File: src/rtl/scheduler_pkg.sv
// Shared definitions for the timed-command scheduler: slot state encoding and
// the {time, data, addr} command word layout used by the host-side packer too.
package scheduler_pkg;

   typedef enum logic [1:0] {
      SLOT_FETCH = 2'd0,
      SLOT_WAIT  = 2'd1,
      SLOT_ARMED = 2'd2
   } slot_state_e;

   // Command word is {time, data, addr}; addr occupies the LSBs.
   function automatic int cmd_addr_lsb();
      return 0;
   endfunction

   function automatic int cmd_data_lsb(input int addr_w);
      return addr_w;
   endfunction

   function automatic int cmd_time_lsb(input int addr_w, input int data_w);
      return addr_w + data_w;
   endfunction

   function automatic int cmd_width(input int time_w, input int data_w, input int addr_w);
      return time_w + data_w + addr_w;
   endfunction

   function automatic int ch_width(input int n_ch);
      return (n_ch > 1) ? $clog2(n_ch) : 1;
   endfunction

endpackage

File: src/rtl/rr_arbiter.sv
// Round-robin arbiter: one-hot grant to the first requester at or after the
// pointer; the pointer moves to grant+1 whenever a grant is made.
module rr_arbiter
   import scheduler_pkg::*;
#(
   parameter  int N  = 4,
   localparam int PW = ch_width(N)
) (
   input  logic          clk,
   input  logic          rst,
   input  logic [N-1:0]  i_req,
   output logic [N-1:0]  o_grant,
   output logic [PW-1:0] o_grant_idx,
   output logic          o_grant_vld
);

   logic [PW-1:0] r_ptr;
   logic [PW:0]   w_sum;
   logic [PW-1:0] w_idx;

   always_comb begin
      o_grant     = '0;
      o_grant_idx = '0;
      o_grant_vld = 1'b0;
      w_sum       = '0;
      w_idx       = '0;
      for (int i = 0; i < N; i++) begin
         // Walk channels starting at the pointer, wrapping at N (N need not be a power of two).
         w_sum = {1'b0, r_ptr} + (PW+1)'(i);
         if (w_sum >= (PW+1)'(N)) begin
            w_sum = w_sum - (PW+1)'(N);
         end
         w_idx = w_sum[PW-1:0];
         if (!o_grant_vld && i_req[w_idx]) begin
            o_grant[w_idx] = 1'b1;
            o_grant_idx    = w_idx;
            o_grant_vld    = 1'b1;
         end
      end
   end

   always_ff @(posedge clk or negedge rst) begin
      if (!rst) begin
         r_ptr <= '0;
      end else if (o_grant_vld) begin
         r_ptr <= (o_grant_idx == PW'(N - 1)) ? '0 : o_grant_idx + 1'b1;
      end
   end

endmodule

File: src/rtl/scheduler_mc.sv
// Multi-channel timed-command scheduler: per-channel prefetch slots hold one
// timestamped command until due, then a round-robin arbiter issues one bus write per cycle.
module scheduler_mc
   import scheduler_pkg::*;
#(
   parameter  int                TIME_W     = 32,
   parameter  int                DATA_W     = 32,
   parameter  int                ADDR_W     = 16,
   parameter  int                N_CH       = 4,
   parameter  logic [ADDR_W-1:0] RESET_ADDR = '1,
   parameter  int                LATE_TOL   = 0,
   localparam int                CMD_W      = cmd_width(TIME_W, DATA_W, ADDR_W),
   localparam int                CH_W       = ch_width(N_CH)
) (
   input  logic                  clk,
   input  logic                  rst,
   input  logic [TIME_W-1:0]     current_time,
   output logic                  reset_time,
   input  logic [N_CH*CMD_W-1:0] cmd_fifo_dout,
   input  logic [N_CH-1:0]       cmd_fifo_empty,
   input  logic [N_CH-1:0]       cmd_fifo_valid,
   output logic [N_CH-1:0]       cmd_fifo_rd_en,
   input  logic [N_CH-1:0]       flush,
   output logic [ADDR_W-1:0]     cmd_bus_addr,
   output logic [DATA_W-1:0]     cmd_bus_data,
   output logic                  cmd_bus_en,
   output logic                  cmd_bus_wr,
   output logic [CH_W-1:0]       cmd_bus_ch,
   output logic [15:0]           late_count,
   output logic [2*N_CH-1:0]     dbg_slot_state
);

   localparam int ADDR_LSB = cmd_addr_lsb();
   localparam int DATA_LSB = cmd_data_lsb(ADDR_W);
   localparam int TIME_LSB = cmd_time_lsb(ADDR_W, DATA_W);

   logic [N_CH-1:0]   w_req;
   logic [N_CH-1:0]   w_grant;
   logic [CH_W-1:0]   w_grant_idx;
   logic              w_grant_vld;
   logic [CMD_W-1:0]  w_slot_cmd [N_CH];
   logic [CMD_W-1:0]  w_sel_cmd;
   logic [TIME_W-1:0] w_sel_age;
   logic              w_sel_late;

   logic [ADDR_W-1:0] r_bus_addr;
   logic [DATA_W-1:0] r_bus_data;
   logic [CH_W-1:0]   r_bus_ch;
   logic              r_bus_en;
   logic              r_reset_time;
   logic [15:0]       r_late;

   for (genvar c = 0; c < N_CH; c++) begin : g_ch
      slot_state_e       r_state;
      slot_state_e       w_state_nxt;
      logic [CMD_W-1:0]  r_cmd;
      logic [CMD_W-1:0]  w_dout;
      logic [TIME_W-1:0] w_age;
      logic              w_req_c;
      logic              w_rd_en_c;

      assign w_dout = cmd_fifo_dout[c*CMD_W +: CMD_W];
      // Wrap-safe: the slot is due when its timestamp lies within half the timer range behind now.
      assign w_age  = current_time - r_cmd[TIME_LSB +: TIME_W];

      always_ff @(posedge clk or negedge rst) begin
         if (!rst) begin
            r_state <= SLOT_FETCH;
            r_cmd   <= '0;
         end else begin
            r_state <= w_state_nxt;
            if (r_state == SLOT_WAIT && cmd_fifo_valid[c] && !flush[c]) begin
               r_cmd <= w_dout;
            end
         end
      end

      always_comb begin
         w_state_nxt = r_state;
         if (flush[c]) begin
            w_state_nxt = SLOT_FETCH;
         end else begin
            case (r_state)
               SLOT_FETCH: if (!cmd_fifo_empty[c]) w_state_nxt = SLOT_WAIT;
               SLOT_WAIT:  w_state_nxt = cmd_fifo_valid[c] ? SLOT_ARMED : SLOT_FETCH;
               SLOT_ARMED: if (w_grant[c]) w_state_nxt = cmd_fifo_empty[c] ? SLOT_FETCH : SLOT_WAIT;
               default:    w_state_nxt = SLOT_FETCH;
            endcase
         end
      end

      always_comb begin
         w_req_c   = (r_state == SLOT_ARMED) && !w_age[TIME_W-1] && !flush[c];
         // Refill on grant so a continuously due channel issues every other cycle.
         w_rd_en_c = rst && !flush[c] && !cmd_fifo_empty[c] &&
                     ((r_state == SLOT_FETCH) || (r_state == SLOT_ARMED && w_grant[c]));
      end

      assign w_req[c]                  = w_req_c;
      assign cmd_fifo_rd_en[c]         = w_rd_en_c;
      assign w_slot_cmd[c]             = r_cmd;
      assign dbg_slot_state[2*c +: 2]  = r_state;
   end

   rr_arbiter #(
      .N (N_CH)
   ) u_arb (
      .clk         (clk),
      .rst         (rst),
      .i_req       (w_req),
      .o_grant     (w_grant),
      .o_grant_idx (w_grant_idx),
      .o_grant_vld (w_grant_vld)
   );

   always_comb begin
      w_sel_cmd = '0;
      for (int c = 0; c < N_CH; c++) begin
         if (w_grant[c]) begin
            w_sel_cmd = w_slot_cmd[c];
         end
      end
      w_sel_age  = current_time - w_sel_cmd[TIME_LSB +: TIME_W];
      w_sel_late = w_grant_vld && (w_sel_age > TIME_W'(LATE_TOL));
   end

   always_ff @(posedge clk or negedge rst) begin
      if (!rst) begin
         r_bus_addr   <= '0;
         r_bus_data   <= '0;
         r_bus_ch     <= '0;
         r_bus_en     <= 1'b0;
         r_reset_time <= 1'b0;
         r_late       <= '0;
      end else begin
         r_bus_en     <= w_grant_vld;
         r_reset_time <= w_grant_vld && (w_sel_cmd[ADDR_LSB +: ADDR_W] == RESET_ADDR);
         if (w_grant_vld) begin
            r_bus_addr <= w_sel_cmd[ADDR_LSB +: ADDR_W];
            r_bus_data <= w_sel_cmd[DATA_LSB +: DATA_W];
            r_bus_ch   <= w_grant_idx;
         end
         if (w_sel_late && r_late != 16'hFFFF) begin
            r_late <= r_late + 16'd1;
         end
      end
   end

   assign cmd_bus_addr = r_bus_addr;
   assign cmd_bus_data = r_bus_data;
   assign cmd_bus_ch   = r_bus_ch;
   assign cmd_bus_en   = r_bus_en;
   assign cmd_bus_wr   = r_bus_en;
   assign reset_time   = r_reset_time;
   assign late_count   = r_late;

endmodule

File: config.mk
export PLATFORM = sky130hd
export DESIGN_NAME = scheduler_mc
export DESIGN_NICKNAME = d
export VERILOG_FILES = /design/src/rtl/scheduler_pkg.sv /design/src/rtl/rr_arbiter.sv /design/src/rtl/scheduler_mc.sv
export SDC_FILE = /design/constraint.sdc
export NUM_CORES = 1
export LEC_CHECK = 0
export CAP_MARGIN = 20
export CORE_ASPECT_RATIO = 1.5
export CORE_UTILIZATION = 52
export CTS_CLUSTER_SIZE = 8
export DETAILED_ROUTE_END_ITERATION = 8
export GPL_TIMING_DRIVEN = 0
export PLACE_DENSITY = 0.81
export SYNTH_ARGS = -nofsm -noshare
export SYNTH_HDL_FRONTEND = slang
export SYNTH_SLANG_ARGS = --single-unit
File: constraint.sdc
create_clock -name clk -period 9.05 [get_ports clk]
set_clock_uncertainty 0.1 [all_clocks]
set_input_delay 1.3575 -clock clk [delete_from_list [all_inputs] [get_ports clk]]
set_output_delay 1.3575 -clock clk [all_outputs]
set_load 0.05 [all_outputs]
Word-level counts from Yosys, hierarchy flattened
Cells that the tools add are included.
- output and inout bits: 81
- logic and storage cells: 194
- bits of input ports: 366
- register bits after elaboration: 398
- order comparisons: 13
- reductions and logical operators: 69
- eq/ne operators: 19
- mux-type cells: 61
- bitwise operators: 3
- add/sub/neg operators: 14
- operators with widths (cell ; number):
    $mux 80 ; 4
    $sub 32x32->32 ; 5
    $mux 2 ; 25
    $logic_and 1x1->1 ; 42
    $gt 32x1->1 const B ; 1
    $ne 3x3->1 const B ; 8
    $pmux 2 s3 ; 4
    $add 16x1->16 const B ; 1
    $eq 16x16->1 const B ; 1
    $mux 1 ; 16
    $mux 4 ; 4
    $ne 16x16->1 const B ; 1
    $logic_not 1->1 ; 15
    $lt 2x3->1 const B ; 4
    $or 4x4->4 ; 3
    $eq 2x2->1 const B ; 5
    $ge 3x3->1 const B ; 3
    $bmux 1 s2 ; 4
    $demux 1 s2 ; 4
    $eq 2x1->1 const B ; 4
    $ge 2x1->1 const B ; 4
    $logic_not 2->1 ; 4
    $reduce_and 2->1 ; 4
    $sub 2x1->2 const B ; 4
    other kinds (5) ; 9

Depth between registers and ports, before layout
- depth in word-level cells: 24
- mapped depth: 40
- gate-level depth less buffers: 34

Hierarchy
A second synthesis with hierarchy kept.
- cell total of the unflattened synthesis: 2299
- area total of the unflattened synthesis: 22465.3 um^2
- modules (own cells, without submodules) (module ; area each (um^2) ; seq. area each (um^2) ; cells each ; times used):
    scheduler_mc ; 21933.5 ; 9909.5 ; 2238 ; 1
    rr_arbiter ; 531.8 ; 50.0 ; 61 ; 1

Least setup slack after synthesis
No wires, ideal clock.
- kind: input-to-reg
- start point: input current_time[4]
- end point: register r_late[1], in the netlist late_count[1]
- library setup time: 0.127 ns
- setup slack: 0.398 ns
- cell stages on the path: 35
- arrival time: 8.424 ns
- required time: 8.823 ns
- buffers on the path: 4
- cell sequence: ha_1 a21oi_1 o21ai_0 a21oi_1 o41ai_2 a2111oi_1 or2_1 buf_6 a211o_1 a22oi_1 a221o_1 a22o_1 clkbuf_1 clkbuf_1 buf_1 a211oi_1 a21oi_1 a21oi_1 ha_1 nor2b_1 o21a_1 o2111a_1 o21ai_1 a211o_1 o21ai_1 a211oi_2 o21ai_0 mux2i_1 a2111o_1 nor4_1 and4_1 nand2_1 mux2_4 and2_4 mux2_1
- longest elaborated chain between the ends: 24
- elaborated cells between the ends (all ways): 49
- those cells by class: add/sub: 5; order compare: 1; mux: 20; bitwise: 3; reduce/logical: 20
- ends and longest elaborated chain (item ; RTL line ; text):
    from (decl) ; scheduler_mc.sv:17 ; input logic [TIME_W-1:0] current_time,
    $sub 32x32->32 ; scheduler_mc.sv:64 ; assign w_age = current_time - r_cmd[TIME_LSB +: TIME_W];
    $logic_not 1->1 ; scheduler_mc.sv:93 ; w_req_c = (r_state == SLOT_ARMED) && !w_age[TIME_W-1] && !flush[c];
    $logic_and 1x1->1 (2 in a row) ; scheduler_mc.sv:93 ;
    $bmux 1 s2 ; rr_arbiter.sv:34 ; if (!o_grant_vld && i_req[w_idx]) begin
    $mux 1 (implied by the code) ; rr_arbiter.sv:34 ;
    $mux 1 ; rr_arbiter.sv:34 ;
    $logic_not 1->1 ; rr_arbiter.sv:34 ;
    $logic_and 1x1->1 ; rr_arbiter.sv:34 ;
    [... 4 more ...] ; n/a ;
    $logic_not 1->1 ; rr_arbiter.sv:34 ;
    $logic_and 1x1->1 ; rr_arbiter.sv:34 ;
    $mux 4 ; rr_arbiter.sv:34 ;
    $mux 80 (4 in a row) ; scheduler_mc.sv:119 ; if (w_grant[c]) begin
    $sub 32x32->32 ; scheduler_mc.sv:123 ; w_sel_age = current_time - w_sel_cmd[TIME_LSB +: TIME_W];
    $gt 32x1->1 ; scheduler_mc.sv:124 ; w_sel_late = w_grant_vld && (w_sel_age > TIME_W'(LATE_TOL));
    $logic_and 1x1->1 (*) ; scheduler_mc.sv:124 ;
    $logic_and 1x1->1 (*) ; scheduler_mc.sv:143 ; if (w_sel_late && r_late != 16'hFFFF) begin
    to (signal assigned) ; scheduler_mc.sv:144 ; r_late <= r_late + 16'd1;
    to (decl) ; scheduler_mc.sv:51 ; logic [15:0] r_late;
Every way passes the cells marked *; elsewhere a longest branch is shown, timed or not. The select of a mux whose other input is x is not followed.
A chain may end at the register's enable or synchronous reset.

Final worst setup path
- start point: input current_time[1]
- end point: register r_late[1], in the netlist late_count[1]
Same word-level chain as after synthesis.

==> out/results.ini <==
[status]
outcome = finished, final reports clean

[cts]
clk_latency_ps = 590
clk_pin_slew_worst_paths_ps = 50
cts_buffers = 55
cts_tree = built
clock-root-buffer = clkbuf_16
htree_levels = 2
hold_buffers = 0
cts_buffer_depth = 3
cts.sinks = 398

[global_route]
grt_max_degree = 126
gr-usage-all-layers_pct = 38.2
grt_pass1_vias = 21392
grt_pass1_wl_mm = 122
grt_antenna_before_repair = 16
overflow = 0

[drt]
wl_per_cell_um = 24.6
drc = 0
ant_nets = 0
vias = 20199
viasPerCell = 6.05
initialDrtViolationCount = 1353
drt_first_pass_iters = 6
drt_wl_total_mm = 82.1

[yosys]
mappedNetlistArea_um2 = 21900
synth_top_area_share_pct = 45.5
yosys_warnings = 0
synth-async-reset-ratio_pct = 100
synth_edf_count = 0
synth.most_common_cell = dfrtp_1
synth_ff_type = dfrtp_1
ys_top_cells_by_count = dfrtp_1 (398), nand2_1 (233), a21oi_1 (212)
ys_seq_elements = 398
syn_inst = 2231
synth.area.top_cells = dfrtp_1 (46%), mux2_2 (10%), ha_1 (9.2%), a21oi_1 (4.9%), o21ai_0 (4.4%)
yosysTopAreaCell = dfrtp_1
yosysSeqAreaShare_pct = 45.5
synth_cell_types = 74
syn_nets = 2758
syn_area_per_cell_um2 = 9.80

[floorplanning]
fp.dieW_um = 169
initial_utilization_pct = 52.9
core_region_area_um2 = 41300
fp.dieH_um = 253
ios = 447
dieArea_um2 = 42900
row_count = 91

[worst_setup_path]
cp_max_fo = 10
worst-setup-path-type = input port to flip-flop
worstReg2RegStart = g_ch[0].r_cmd[74]
startpoint = current_time[1]
slowest_stage = o41ai_4
cp_slowest_stage_delay_ps = 520
critPathCaptureType = flip-flop
r2r-end = late_count[1]
crit_arrival_ps = 9200
cp.required_ps = 9410
crit_end = late_count[1]
r2r.worst_path.cells = 36
start_kind = input port
reg2reg_slack_ps = 750

[timing]
layout_setup_ws_ps = 211
period_share_pct = 97.7
tns_ps = 0
finalHoldViolCount = 0
setup_viol = 0
clock.fmax_mhz = 113
period_minus_slack_ps = 8840
slew_headroom_pct = 19.4
worstMarginPinSlew_ps = 1180
slew_viol_final = 0
timing.hold.ws_ps = 374

[placement]
place_congestion = 0.950
placed_cell_area_um2 = 27100
dpl_worst_slack_ps = -3060
hpwl_mm = 63.0
portBuffers = 445

[layout]
fin_area_um2 = 29400
regArea_um2 = 9960
n_fill_cell = 3094
layout.nets = 3290
area_growth_pct = 34.2
multi_input_area_um2 = 11400
layout-drive-gt1-share_pct = 15.7

[power_and_ir_drop]
power_mw = 9.47
ir_drop_mv = 0.210
p_leak_nw = 12.5
powerDensity_nw_per_um2 = 323

[worst_hold_path]
hp-class = flip-flop to flip-flop

[flow_run]
cap_violations = 0

-- worst max-delay path: cells and delay by family --
kind | cells | cell delay (ps)
AOI/OAI and AO/OA | 18 | 4340
and+or+nand+nor | 8 | 1310
buffers and inverters | 6 | 960
muxes | 2 | 650
adders and majority gates | 2 | 550
-- cell families after synthesis --
group	share of synthesized area, %
AO/OA/AOI/OAI	17.2
XOR/XNOR	1.12
adder cells (fa/ha/maj)	9.21
buffers and inverters	4.83
flip-flops	45.5
multiplexers	10.7
AND/OR/NAND/NOR	11.3
-- cell type report --
type	instances	share of cell area (%)
antenna	17	0.145
buffer	122	2.02
clock buffer	58	4.80
clock inverter	2	0.158
inverter	145	1.86
multi-input combinational	1564	39.0
sequential	398	33.9
tap	558	2.38
timing repair buffer	477	15.7
-- placed cells by master (no fill, tap or decap), drive strengths merged, types with 49 or more instances in the layout --
master / count
clkdlybuf4s50: 413
dfrtp: 398
nand2: 233
a21oi: 212
o21ai: 203
mux2: 202
ha: 161
clkbuf: 147
inv: 145
nor2: 97
buf: 94
nor3: 51
nand3: 49
-- registers in the layout, indices dropped and copies added, names as in the netlist --
signal and flops:
cmd_bus_data 32, late_count 16, reset_time 1, cmd_bus_ch 2, cmd_bus_addr 16, u_arb.r_ptr 2
cmd_bus_en 1, g_ch.r_cmd 320, g_ch.r_state 8
-- power by group --
group          total [mW]  leakage (nW)  internal (mW)  switching, mW
Clock                1.84         0.711           1.08          0.761
Combinational        5.01          7.08           1.92           3.09
Sequential           2.62          4.73           2.31          0.312
-- metal layers --
metal  track usage (%)  part of all wire [%]  routed length, um
met1              38.7                    33              27500
met2              69.2                    52              42700
met3              7.49                   6.9               5630
met4              28.3                   7.6               6260
met5                 0                 0.035                 29
-- stage by stage --
stage                     utilization, %  instances
after floorplan                        -       2231
after global placement              65.4       3234
after detailed placement            65.6       3239
after CTS                           70.2       3307
after global routing                71.0       3337
final                               71.0       3341
-- worst min-delay path by stage --
stage / start / to / slack (ps) / cells after the start
2_1_floorplan: g_ch[0].r_cmd[16] / g_ch[0].r_cmd[16] / 380 / 1
3_3_place_gp: cmd_bus_addr[6] / cmd_bus_addr[6] / 360 / 1
3_5_place_dp: cmd_bus_addr[14] / cmd_bus_addr[14] / 370 / 1
4_1_cts: cmd_bus_addr[11] / cmd_bus_addr[11] / 380 / 1
5_1_grt: cmd_bus_addr[11] / cmd_bus_addr[11] / 390 / 1
6_report: cmd_bus_addr[11] / cmd_bus_addr[11] / 370 / 1
-- repair_timing --
action                     4_1_cts  5_1_grt
pin swaps                       26       44
hold endpoints to repair         0        0
gates resized for setup        157      121
setup endpoints to repair       16       16
setup buffers                   10       16
(Power assumes the default switching activity.)
